--- src/rtl/weight_load_ctrl_if.sv ---
// rtl/weight_load_ctrl_if.sv - weight beat stream and weight-buffer write bus
//
// Purpose: bundles the DMA-side beat handshake and the buffer-side write
//          strobe/address/data of weight_load_ctrl into one port.
// Signals:
//   s_data   beat data, IN_WIDTH bits          (stream source -> controller)
//   s_valid  beat valid                        (stream source -> controller)
//   s_ready  beat accepted when valid & ready  (controller -> stream source)
//   wr_en    one-cycle buffer write strobe     (controller -> buffer)
//   wr_addr  buffer word address               (controller -> buffer)
//   wr_data  packed buffer word, IN_WIDTH*PACK (controller -> buffer)
// Modports:
//   master   environment side: drives the stream, observes the write bus
//   slave    controller side: consumes the stream, drives the write bus
interface weight_load_ctrl_if #(
  parameter int IN_WIDTH      = 32,
  parameter int PACK          = 4,
  parameter int WR_ADDR_DEPTH = 10
);

  logic [IN_WIDTH-1:0]      s_data;
  logic                     s_valid;
  logic                     s_ready;
  logic                     wr_en;
  logic [WR_ADDR_DEPTH-1:0] wr_addr;
  logic [IN_WIDTH*PACK-1:0] wr_data;

  modport master (
    output s_data,
    output s_valid,
    input  s_ready,
    input  wr_en,
    input  wr_addr,
    input  wr_data
  );

  modport slave (
    input  s_data,
    input  s_valid,
    output s_ready,
    output wr_en,
    output wr_addr,
    output wr_data
  );

endinterface

--- src/rtl/weight_load_ctrl.sv ---
// rtl/weight_load_ctrl.sv - packs weight beats into buffer words and writes them
//
// Purpose: after a start pulse carrying a word count, accepts IN_WIDTH-bit
//          beats, packs PACK of them per buffer word (first beat in the LSBs)
//          and writes the words to consecutive addresses from 0. Signals the
//          end of the load with a one-cycle done pulse.
// Ports:
//   clk       rising-edge clock
//   rst       asynchronous active-high reset
//   start     one-cycle launch request, honoured only when idle
//   word_num  words to load, sampled with start; saturates at 2^WR_ADDR_DEPTH
//   bus       weight_load_ctrl_if.slave: s_data/s_valid/s_ready stream in,
//             wr_en/wr_addr/wr_data buffer write out
//   busy      high from the cycle after an accepted start until done
//   done      one-cycle completion pulse
module weight_load_ctrl #(
  parameter int IN_WIDTH      = 32,
  parameter int PACK          = 4,
  parameter int WR_ADDR_DEPTH = 10
) (
  input  logic                   clk,
  input  logic                   rst,
  input  logic                   start,
  input  logic [WR_ADDR_DEPTH:0] word_num,
  weight_load_ctrl_if.slave      bus,
  output logic                   busy,
  output logic                   done
);

  localparam int LANE_W = (PACK > 1) ? $clog2(PACK) : 1;
  localparam int CNT_W  = WR_ADDR_DEPTH + 1;
  localparam int WORD_W = IN_WIDTH * PACK;
  // Lanes 0..PACK-2 are held here; the last lane goes straight into wr_data.
  localparam int HOLD_W = IN_WIDTH * (PACK - 1);

  localparam logic [CNT_W-1:0]  MAX_WORDS = {1'b1, {WR_ADDR_DEPTH{1'b0}}};
  localparam logic [LANE_W-1:0] LAST_LANE = LANE_W'(PACK - 1);

  typedef enum logic [1:0] {
    ST_IDLE = 2'd0,
    ST_LOAD = 2'd1,
    ST_DONE = 2'd2
  } state_t;

  state_t state_q;
  state_t state_d;

  logic [CNT_W-1:0]         count_q;
  logic [LANE_W-1:0]        lane_q;
  logic [WR_ADDR_DEPTH-1:0] word_q;
  logic [HOLD_W-1:0]        pack_q;

  logic                     wr_en_q;
  logic [WR_ADDR_DEPTH-1:0] wr_addr_q;
  logic [WORD_W-1:0]        wr_data_q;
  logic                     done_q;

  logic             s_ready_c;
  logic             busy_c;
  logic [CNT_W-1:0] eff_count;
  logic             launch;
  logic             accept;
  logic             lane_last;
  logic             word_last;
  logic             final_beat;

  // Counts beyond the buffer capacity are clamped so the address never wraps.
  assign eff_count  = (word_num > MAX_WORDS) ? MAX_WORDS : word_num;
  assign launch     = (state_q == ST_IDLE) && start;
  assign accept     = bus.s_valid && s_ready_c;
  assign lane_last  = (lane_q == LAST_LANE);
  // count_q is at least 1 whenever LOAD is entered, so the subtraction is safe.
  assign word_last  = ({1'b0, word_q} == (count_q - CNT_W'(1)));
  assign final_beat = accept && lane_last && word_last;

  // ---------------------------------------------------------------- state reg
  always_ff @(posedge clk or posedge rst) begin
    if (rst) begin
      state_q <= ST_IDLE;
    end else begin
      state_q <= state_d;
    end
  end

  // ---------------------------------------------------------------- next state
  always_comb begin
    state_d = state_q;
    case (state_q)
      ST_IDLE: begin
        if (start) begin
          state_d = (eff_count == '0) ? ST_DONE : ST_LOAD;
        end
      end
      ST_LOAD: begin
        if (final_beat) begin
          state_d = ST_DONE;
        end
      end
      ST_DONE: begin
        state_d = ST_IDLE;
      end
      default: begin
        state_d = ST_IDLE;
      end
    endcase
  end

  // ---------------------------------------------------------------- outputs
  // Decoded from the state register only, so s_ready never depends on s_valid.
  always_comb begin
    s_ready_c = 1'b0;
    busy_c    = 1'b0;
    case (state_q)
      ST_LOAD: begin
        s_ready_c = 1'b1;
        busy_c    = 1'b1;
      end
      ST_DONE: begin
        busy_c = 1'b1;
      end
      default: begin
        s_ready_c = 1'b0;
        busy_c    = 1'b0;
      end
    endcase
  end

  // ---------------------------------------------------------------- datapath
  always_ff @(posedge clk or posedge rst) begin
    if (rst) begin
      count_q   <= '0;
      lane_q    <= '0;
      word_q    <= '0;
      pack_q    <= '0;
      wr_en_q   <= 1'b0;
      wr_addr_q <= '0;
      wr_data_q <= '0;
      done_q    <= 1'b0;
    end else begin
      wr_en_q <= 1'b0;
      // done follows the single DONE cycle, landing as busy drops.
      done_q  <= (state_q == ST_DONE);

      if (launch) begin
        count_q <= eff_count;
        lane_q  <= '0;
        word_q  <= '0;
      end else if (accept) begin
        // PACK is a power of two, so the natural wrap returns lane to 0.
        lane_q <= lane_q + LANE_W'(1);
        if (lane_last) begin
          wr_en_q   <= 1'b1;
          wr_addr_q <= word_q;
          wr_data_q <= {bus.s_data, pack_q};
          word_q    <= word_q + WR_ADDR_DEPTH'(1);
        end else begin
          for (int l = 0; l < PACK - 1; l++) begin
            if (lane_q == LANE_W'(l)) begin
              pack_q[l*IN_WIDTH +: IN_WIDTH] <= bus.s_data;
            end
          end
        end
      end
    end
  end

  assign bus.s_ready = s_ready_c;
  assign bus.wr_en   = wr_en_q;
  assign bus.wr_addr = wr_addr_q;
  assign bus.wr_data = wr_data_q;
  assign busy        = busy_c;
  assign done        = done_q;

endmodule

--- src/flat_wrapper.sv ---
// flat-port wrapper written by rule: the top's interface ports become plain ports
module weight_load_ctrl_flat 
#(
  parameter int IN_WIDTH      = 32,
  parameter int PACK          = 4,
  parameter int WR_ADDR_DEPTH = 10
)
  (clk, rst, start, word_num, busy, done, bus_s_data, bus_s_valid, bus_s_ready, bus_wr_en, bus_wr_addr, bus_wr_data);
  weight_load_ctrl_if #(.IN_WIDTH(IN_WIDTH), .PACK(PACK), .WR_ADDR_DEPTH(WR_ADDR_DEPTH)) bus_i ();
  input  logic clk;
  input  logic rst;
  input  logic start;
  input  logic [WR_ADDR_DEPTH:0] word_num;
  output logic busy;
  output logic done;
  input wire logic [$bits(bus_i.s_data)-1:0] bus_s_data;
  input wire logic [$bits(bus_i.s_valid)-1:0] bus_s_valid;
  output wire logic [$bits(bus_i.s_ready)-1:0] bus_s_ready;
  output wire logic [$bits(bus_i.wr_en)-1:0] bus_wr_en;
  output wire logic [$bits(bus_i.wr_addr)-1:0] bus_wr_addr;
  output wire logic [$bits(bus_i.wr_data)-1:0] bus_wr_data;
  assign bus_i.s_data = bus_s_data;
  assign bus_i.s_valid = bus_s_valid;
  assign bus_s_ready = bus_i.s_ready;
  assign bus_wr_en = bus_i.wr_en;
  assign bus_wr_addr = bus_i.wr_addr;
  assign bus_wr_data = bus_i.wr_data;
  weight_load_ctrl #(.IN_WIDTH(IN_WIDTH), .PACK(PACK), .WR_ADDR_DEPTH(WR_ADDR_DEPTH)) u_core (.clk(clk), .rst(rst), .start(start), .word_num(word_num), .bus(bus_i), .busy(busy), .done(done));
endmodule
--- config.mk ---
export PLATFORM = sky130hd
export DESIGN_NAME = weight_load_ctrl_flat
export DESIGN_NICKNAME = d
export VERILOG_FILES = /design/src/rtl/weight_load_ctrl_if.sv /design/src/rtl/weight_load_ctrl.sv /design/src/flat_wrapper.sv
export SDC_FILE = /design/constraint.sdc
export NUM_CORES = 1
export LEC_CHECK = 0
export ABC_CLOCK_PERIOD_IN_PS = 8300
export BUFFER_PORTS_ARGS = -buffer_cell sky130_fd_sc_hd__buf_2
export CAP_MARGIN = 20
export CORE_ASPECT_RATIO = 1.2
export CORE_UTILIZATION = 55
export DETAILED_ROUTE_END_ITERATION = 10
export PLACE_DENSITY = 0.79
export REMOVE_ABC_BUFFERS = 1
export SLEW_MARGIN = 5
export SYNTH_ARGS = -nofsm -noshare
export SYNTH_HDL_FRONTEND = slang
export SYNTH_SLANG_ARGS = --single-unit
--- constraint.sdc ---
create_clock -name clk -period 8.3 [get_ports clk]
set_input_delay 0.415 -clock clk [delete_from_list [all_inputs] [get_ports clk]]
set_output_delay 0.415 -clock clk [all_outputs]
set_load 0.02 [all_outputs]
==> results of run 1 <==
==> metrics by stage <==
stage	instances	setup slack, ns
final	1104	5.19
after global routing	1104	4.97
after CTS	1104	5.16
after detailed placement	1059	5.16
after global placement	1059	5.30
after floorplan	644	0.701
==> flip-flops by register name, indices dropped and copies added (netlist names) <==
name and flops:
u_core.count_q 11, u_core.done 1, u_core.bus.wr_addr 10, u_core.state_q 2
u_core.word_q 10, u_core.bus.wr_en 1, u_core.pack_q 96, u_core.lane_q 2
u_core.bus.wr_data 128
==> final cells by class <==
type,instances,share of cell area (%)
Multi-Input combinational cell,373,29.4
Timing Repair Buffer,191,7.89
Clock inverter,10,0.840
Inverter,10,0.369
Clock buffer,35,5.68
Sequential cell,261,53.5
Tap cell,224,2.30
==> layer usage <==
metal	vias to the layer above	part of all wire, %
met4	0	2.3
met1	3161	39
li1	2764	-
met3	37	6.0
met2	186	53
met5	-	0
==> Yosys cell counts, drive strengths merged (4+ instances only) <==
cell type and count:
ha 9, clkbuf 13, nor3 4, a21oi 7
dfrtp 261, xnor2 7, nand3 10, nand2 23
nor2 16, inv 10, and3 4, mux2 234
a22o 4, nand3b 7, buf 14, xor2 14
o21ai 6
==> cell families after synthesis <==
| group | after synthesis | share of synthesized area, % |
|---|---|---|
| fa+ha+maj | 9 | 1.10 |
| simple gates | 81 | 4.16 |
| mux | 234 | 25.7 |
| flops | 261 | 63.7 |
| compound gates | 28 | 2.15 |
| xor+xnor | 21 | 1.79 |
| buf+inv | 37 | 1.40 |
==> critical path, delay by kind of cell, from the launching register on <==
family                   cells  cell delay, ns
multiplexers                 1            0.42
buffers and inverters        2            1.00
AND/OR/NAND/NOR              2            0.79
adder cells (fa/ha/maj)      1            0.27
flip-flops                   1            0.41
==> power breakdown <==
part	internal (mW)	switching, mW
logic	0.820	0.926
registers	1.86	0.304
clock network	0.644	0.452
total	3.32	1.68
==> layout by cell type, fill, tap and decap left out, drive strengths merged, types with 2 or more instances in the layout <==
cell / instances
dfrtp: 261
mux2: 234
buf: 191
clkbuf: 35
nand2: 23
nor2: 16
xor2: 14
inv: 10
nand3: 10
ha: 9
xnor2: 7
nand3b: 7
clkinv: 7
a21oi: 7
o21ai: 6
and3: 4
a22o: 4
nor3: 4
nand2b: 3
nand4: 3
o211ai: 3
and2: 2
nor4: 2
bufinv: 2
a211oi: 2
==> path summary, 6_finish.rpt <==
check | from | end | slack, ns | depth (start not counted)
worst min register to register | u_core.pack_q[3] | u_core.bus.wr_data[3] | 0.49 | 1
worst min-delay path | rst | u_core.done | 0.06 | 2
min in group clk | word_num[6] | u_core.count_q[6] | 0.17 | 3
worst max register to register | u_core.state_q[1] | u_core.bus.wr_data[61] | 5.19 | 6
worst max-delay path | u_core.state_q[1] | u_core.bus.wr_data[61] | 5.19 | 6
max in group asynchronous | rst | u_core.bus.wr_data[56] | 6.80 | 3
==> summary.txt, run 1 <==
drt initial violations: 272
Nets: 918
Vias per Instance: 5.57
Max clock buf depth: 3
sequential cell area: 6530 um^2
critical path class: flop to flop
hpwl dp: 13,900 um
Detail Route Antenna Nets: 0
Worst-path clk slew: 0.06 ns
maximum capacitance violations: 0
initial core utilization: 56.2%
EDFF count, synth: 0
Max Freq: 322 MHz
Total GRT Usage: 22.0%
CTS resizes: 0
met2 GRT Util: 40.1%
Worst Setup End Kind: flop
fin. max-slew vios: 0
Pre-antenna DRT Iters: 4
asr flop ratio synth: 100%
height of the die: 152 um
Yosys reg bits: 261
vias in the first global route: 6,556
Yosys cell types: 42
clock root buffer: clkbuf_16
CP Max Fanout: 78
cts hold-fix bufs: 0
synthesized instance count: 671
Worst Hold Class: primary input to asynchronous set/reset pin
total power: 5.00 mW
fill cell count: 1,274
largest net degree at the start of global routing: 110
Worst Path Arrival: 3.49 ns
outcome: complete, no violations
final core utilization: 66.9%
synthesized cell area: 10,300 um^2
post-synthesis average cell area: 15.3 um^2
layout cells sized above 1: 54.0%
Sink Count: 261
post-place instance area: 11,400 um^2
gpl congestion: 0.896
RSZ-0062 raised after global routing: false
P_leak: 5.84 nW
Hold Slack: 0.0585 ns
Yosys top cell by area: dfrtp_1
clk_skew: 0.0135 ns
met1 global-route usage: 26.4%
crit start category: flop
Slew headroom: 31.6%
first-pass GRT wire length: 33,100 um
Die Wd: 127 um
TritonCTS Buffers: 25
Finished Cell Area: 12,200 um^2
Fin Setup TNS: 0 ns
final hold vios: 0
# IOs: 189
Area Growth Syn to Fin: 19.1%
worst stage delay on the critical path: 0.86 ns
H-Tree Depth: 1
worst endpoint required time: 8.68 ns
Setup Viol. Count Final: 0
die area: 19,200 um^2
top cell type's share of synthesized area: 63.7%
Final min period: 3.11 ns
CTS tree: built
area of the multi-input gates: 3590 um^2
total global routing overflow: 0
via count: 6,148
Slowest-stage cell, CP: buf_4
routed wire length: 20,700 um
top cells by area, synth: dfrtp_1 64%, mux2_2 26%, xor2_1 1.2%
final period utilization: 37.4%
DRC viols: 0
I/O Buffers: 188
Core Footprint: 18,200 um^2
initial antenna violation count: 0
setup bufs post-CTS: 0
slew at the pin closest to its max-slew limit: 1.03 ns
# diodes: 0
Power Density: 410 nW/um^2
Core Rows: 54
register area share after synthesis: 63.7%
sequence of cells on the critical path: inv_1 > ha_1 > nand2_1 > nand2_4 > buf_4 > mux2_2
met3 Resource Use GR: 4.46%
Ys Warns: 0
busiest metal layer after global routing: met2
DR WL/cell: 18.7 um
peak ir drop on the vdd network: 0.276 mV
worst skew pair latency: 0.50 ns
top_reg_cell synth: dfrtp_1
Note: power is estimated with default switching activity, not from simulation.
==> inputs of run 2 (changes only) <==
--- a/config.mk
+++ b/config.mk
@@ -5,13 +5,13 @@
 export SDC_FILE = /design/constraint.sdc
 export NUM_CORES = 1
 export LEC_CHECK = 0
-export ABC_CLOCK_PERIOD_IN_PS = 8300
+export ABC_CLOCK_PERIOD_IN_PS = 2550
 export BUFFER_PORTS_ARGS = -buffer_cell sky130_fd_sc_hd__buf_2
 export CAP_MARGIN = 20
 export CORE_ASPECT_RATIO = 1.2
-export CORE_UTILIZATION = 55
+export CORE_UTILIZATION = 50
 export DETAILED_ROUTE_END_ITERATION = 10
-export PLACE_DENSITY = 0.79
+export PLACE_DENSITY = 0.76
 export REMOVE_ABC_BUFFERS = 1
 export SLEW_MARGIN = 5
 export SYNTH_ARGS = -nofsm -noshare
==> constraint.sdc (replaced) <==
create_clock -name clk -period 2.55 [get_ports clk]
set_input_delay 0.1275 -clock clk [delete_from_list [all_inputs] [get_ports clk]]
set_output_delay 0.1275 -clock clk [all_outputs]
set_load 0.02 [all_outputs]
==> summary.txt, run 2 (synthesis results as in run 1) <==
Worst Hold Class: primary input to asynchronous set/reset pin (unchanged)
# diodes: 0 (unchanged)
Detail Route Antenna Nets: 0 (unchanged)
total power: 17.3 mW (was 5.00 mW)
drt initial violations: 210 (was 272)
Net Sw Power: 5.60 mW (was 1.68 mW)
peak ir drop on the vdd network: 0.845 mV (was 0.276 mV)
maximum capacitance violations: 0 (unchanged)
Setup Viol. Count Final: 0 (unchanged)
final setup margin: 0.173 ns (was 5.19 ns)
Largest register FFs: 128 (unchanged)
CP Max Fanout: 6 (was 78)
vias in the first global route: 6,665 (was 6,556)
Area Growth Syn to Fin: 28.3% (was 19.1%)
Die Wd: 133 um (was 127 um)
DR WL/cell: 18.0 um (was 18.7 um)
pre-CTS setup slack: 0.196 ns (was 5.16 ns)
TritonCTS Buffers: 26 (was 25)
Max Freq: 421 MHz (was 322 MHz)
Nets: 980 (was 918)
RSZ-0062 raised after global routing: false (unchanged)
first-pass GRT wire length: 35,500 um (was 33,100 um)
outcome: complete, no violations (unchanged)
Layout Cells excl Fill: 1,209 (was 1,104)
Gate power share: 33.7% (was 34.9%)
slew at the pin closest to its max-slew limit: 0.634 ns (was 1.03 ns)
sw frac: 32.3% (was 33.6%)
gpl congestion: 0.845 (was 0.896)
internal power: 11.7 mW (was 3.32 mW)
Worst Path Arrival: 2.81 ns (was 3.49 ns)
largest net degree at the start of global routing: 92 (was 110)
critical path class: flop to flop (unchanged)
crit start category: flop (unchanged)
Power Density: 1310 nW/um^2 (was 410 nW/um^2)
Worst-path clk slew: 0.06 ns (about the same)
final hold vios: 0 (unchanged)
height of the die: 159 um (was 152 um)
Sink Count: 261 (unchanged)
CTS tree: built (unchanged)
worst endpoint required time: 2.98 ns (was 8.68 ns)
via count: 6,279 (was 6,148)
CTS resizes: 0 (unchanged)
final period utilization: 93.2% (was 37.4%)
Vias per Instance: 5.19 (was 5.57)
Worst Reg2Reg Path Length in Cells: 8 (was 6)
part of the power in registers: 40.4% (was 43.2%)
Total GRT Usage: 21.2% (was 22.0%)
H-Tree Depth: 1 (unchanged)
Max clock buf depth: 3 (unchanged)
fin. max-slew vios: 0 (unchanged)
initial antenna violation count: 0 (unchanged)
Slew headroom: 57.7% (was 31.6%)
total global routing overflow: 0 (unchanged)
Final min period: 2.38 ns (was 3.11 ns)
routed wire length: 21,800 um (was 20,700 um)
final core utilization: 65.2% (was 66.9%)
Clk network pwr share: 25.8% (was 21.9%)
P_leak: 6.24 nW (was 5.84 nW)
initial core utilization: 50.8% (was 56.2%)
die area: 21,100 um^2 (was 19,200 um^2)
commonest non-fill, non-tap cells in the layout: 261 x dfrtp_1, 234 x mux2_2, 188 x buf_2, 50 x dlygate4sd3_1, 27 x clkbuf_16 (was 261 x dfrtp_1, 234 x mux2_2, 188 x buf_2, 25 x clkbuf_16, 19 x nand2_1)
I/O Buffers: 188 (unchanged)
commonest non-fill, non-tap cell in the layout: dfrtp_1 (unchanged)
# IOs: 189 (unchanged)
Worst Setup End Kind: flop (unchanged)
hpwl dp: 13,400 um (was 13,900 um)
Pre-antenna DRT Iters: 4 (unchanged)
DRC viols: 0 (unchanged)
layout cells sized above 1: 52.4% (was 54.0%)
worst skew pair latency: 0.52 ns (was 0.50 ns)
Core Rows: 57 (was 54)
Core Footprint: 20,200 um^2 (was 18,200 um^2)
clock root buffer: clkbuf_16 (unchanged)
clk_skew: 0.00935 ns (was 0.0135 ns)
placed cells: 1,111 (was 1,059)
## run 2: cell types whose count changed in the layout (fill, tap and decap cells not counted)
cell	before	now
clkinv_2	7	4
buf_4	3	8
clkbuf_8	3	5
dlygate4sd3_1	0	50
buf_12	0	6
clkbuf_1	7	1
clkinv_4	0	2
bufinv_16	2	8
clkbuf_16	25	27
## run 2: critical path, stage by stage (launching register included)
cell       delay, ns
dfrtp_1         0.43
inv_1           0.09
ha_1            0.24
or4b_4          0.51
nor3_2          0.19
nand3_2         0.11
a2111oi_4       0.41
a21oi_2         0.12
a211oi_2        0.21
## run 2: cell type report
class,instances,area (um^2)
fillers,1400,7030
flip-flops and latches,261,6530
well taps,265,332
clock inverters,15,285
repair buffers,252,1620
inverters,10,45.0
clock buffers,33,748
multi-input cells,373,3590
## run 2: routing by layer
metal	share of wire (%)	up-vias	wire, um	GRT usage, %
li1	-	2873	-	-
met3	6.5	33	1410	5.27
met1	41	3201	8840	25.7
met5	0	-	0	0
met4	1.8	0	402	5.49
met2	51	172	11200	37.6
## run 2: timing repair
action | CTS | global route
setup buffers | 0 | 0
hold endpoints to repair | 229 | 0
hold buffers | 50 | 0
## run 2: worst paths after layout
path / from / to / slack (ns)
min in group clk: word_num[5] / u_core.count_q[5] / 0.42
hold / removal: rst / u_core.bus.wr_data[97] / 0.29
hold reg to reg: u_core.bus.wr_data[38] / u_core.bus.wr_data[38] / 0.50
setup reg to reg: u_core.count_q[0] / u_core.state_q[1] / 0.17
setup / recovery: u_core.count_q[0] / u_core.state_q[1] / 0.17
max in group asynchronous: rst / u_core.bus.wr_data[42] / 1.49
## run 2: per-stage QoR
stage / hold WS [ns] / instance area (um^2) / TNS [ns]
after floorplan: 0.244 / 10100 / -1493.91
after global placement: 0.286 / 11600 / 0
after detailed placement: 0.292 / 11600 / 0
after CTS: 0.282 / 13200 / 0
after global routing: 0.338 / 13200 / 0
final: 0.290 / 13200 / 0
## run 2: power groups by stage
stage,Sequential (mW),Clock [mW],Combinational (mW)
6_report,6.99,4.47,5.83
3_5_place_dp,7.03,0,5.81
3_3_place_gp,6.93,0,5.68
5_1_grt,7.22,4.73,6.23
4_1_cts,6.98,4.56,5.89
2_1_floorplan,8.18,0,2.72
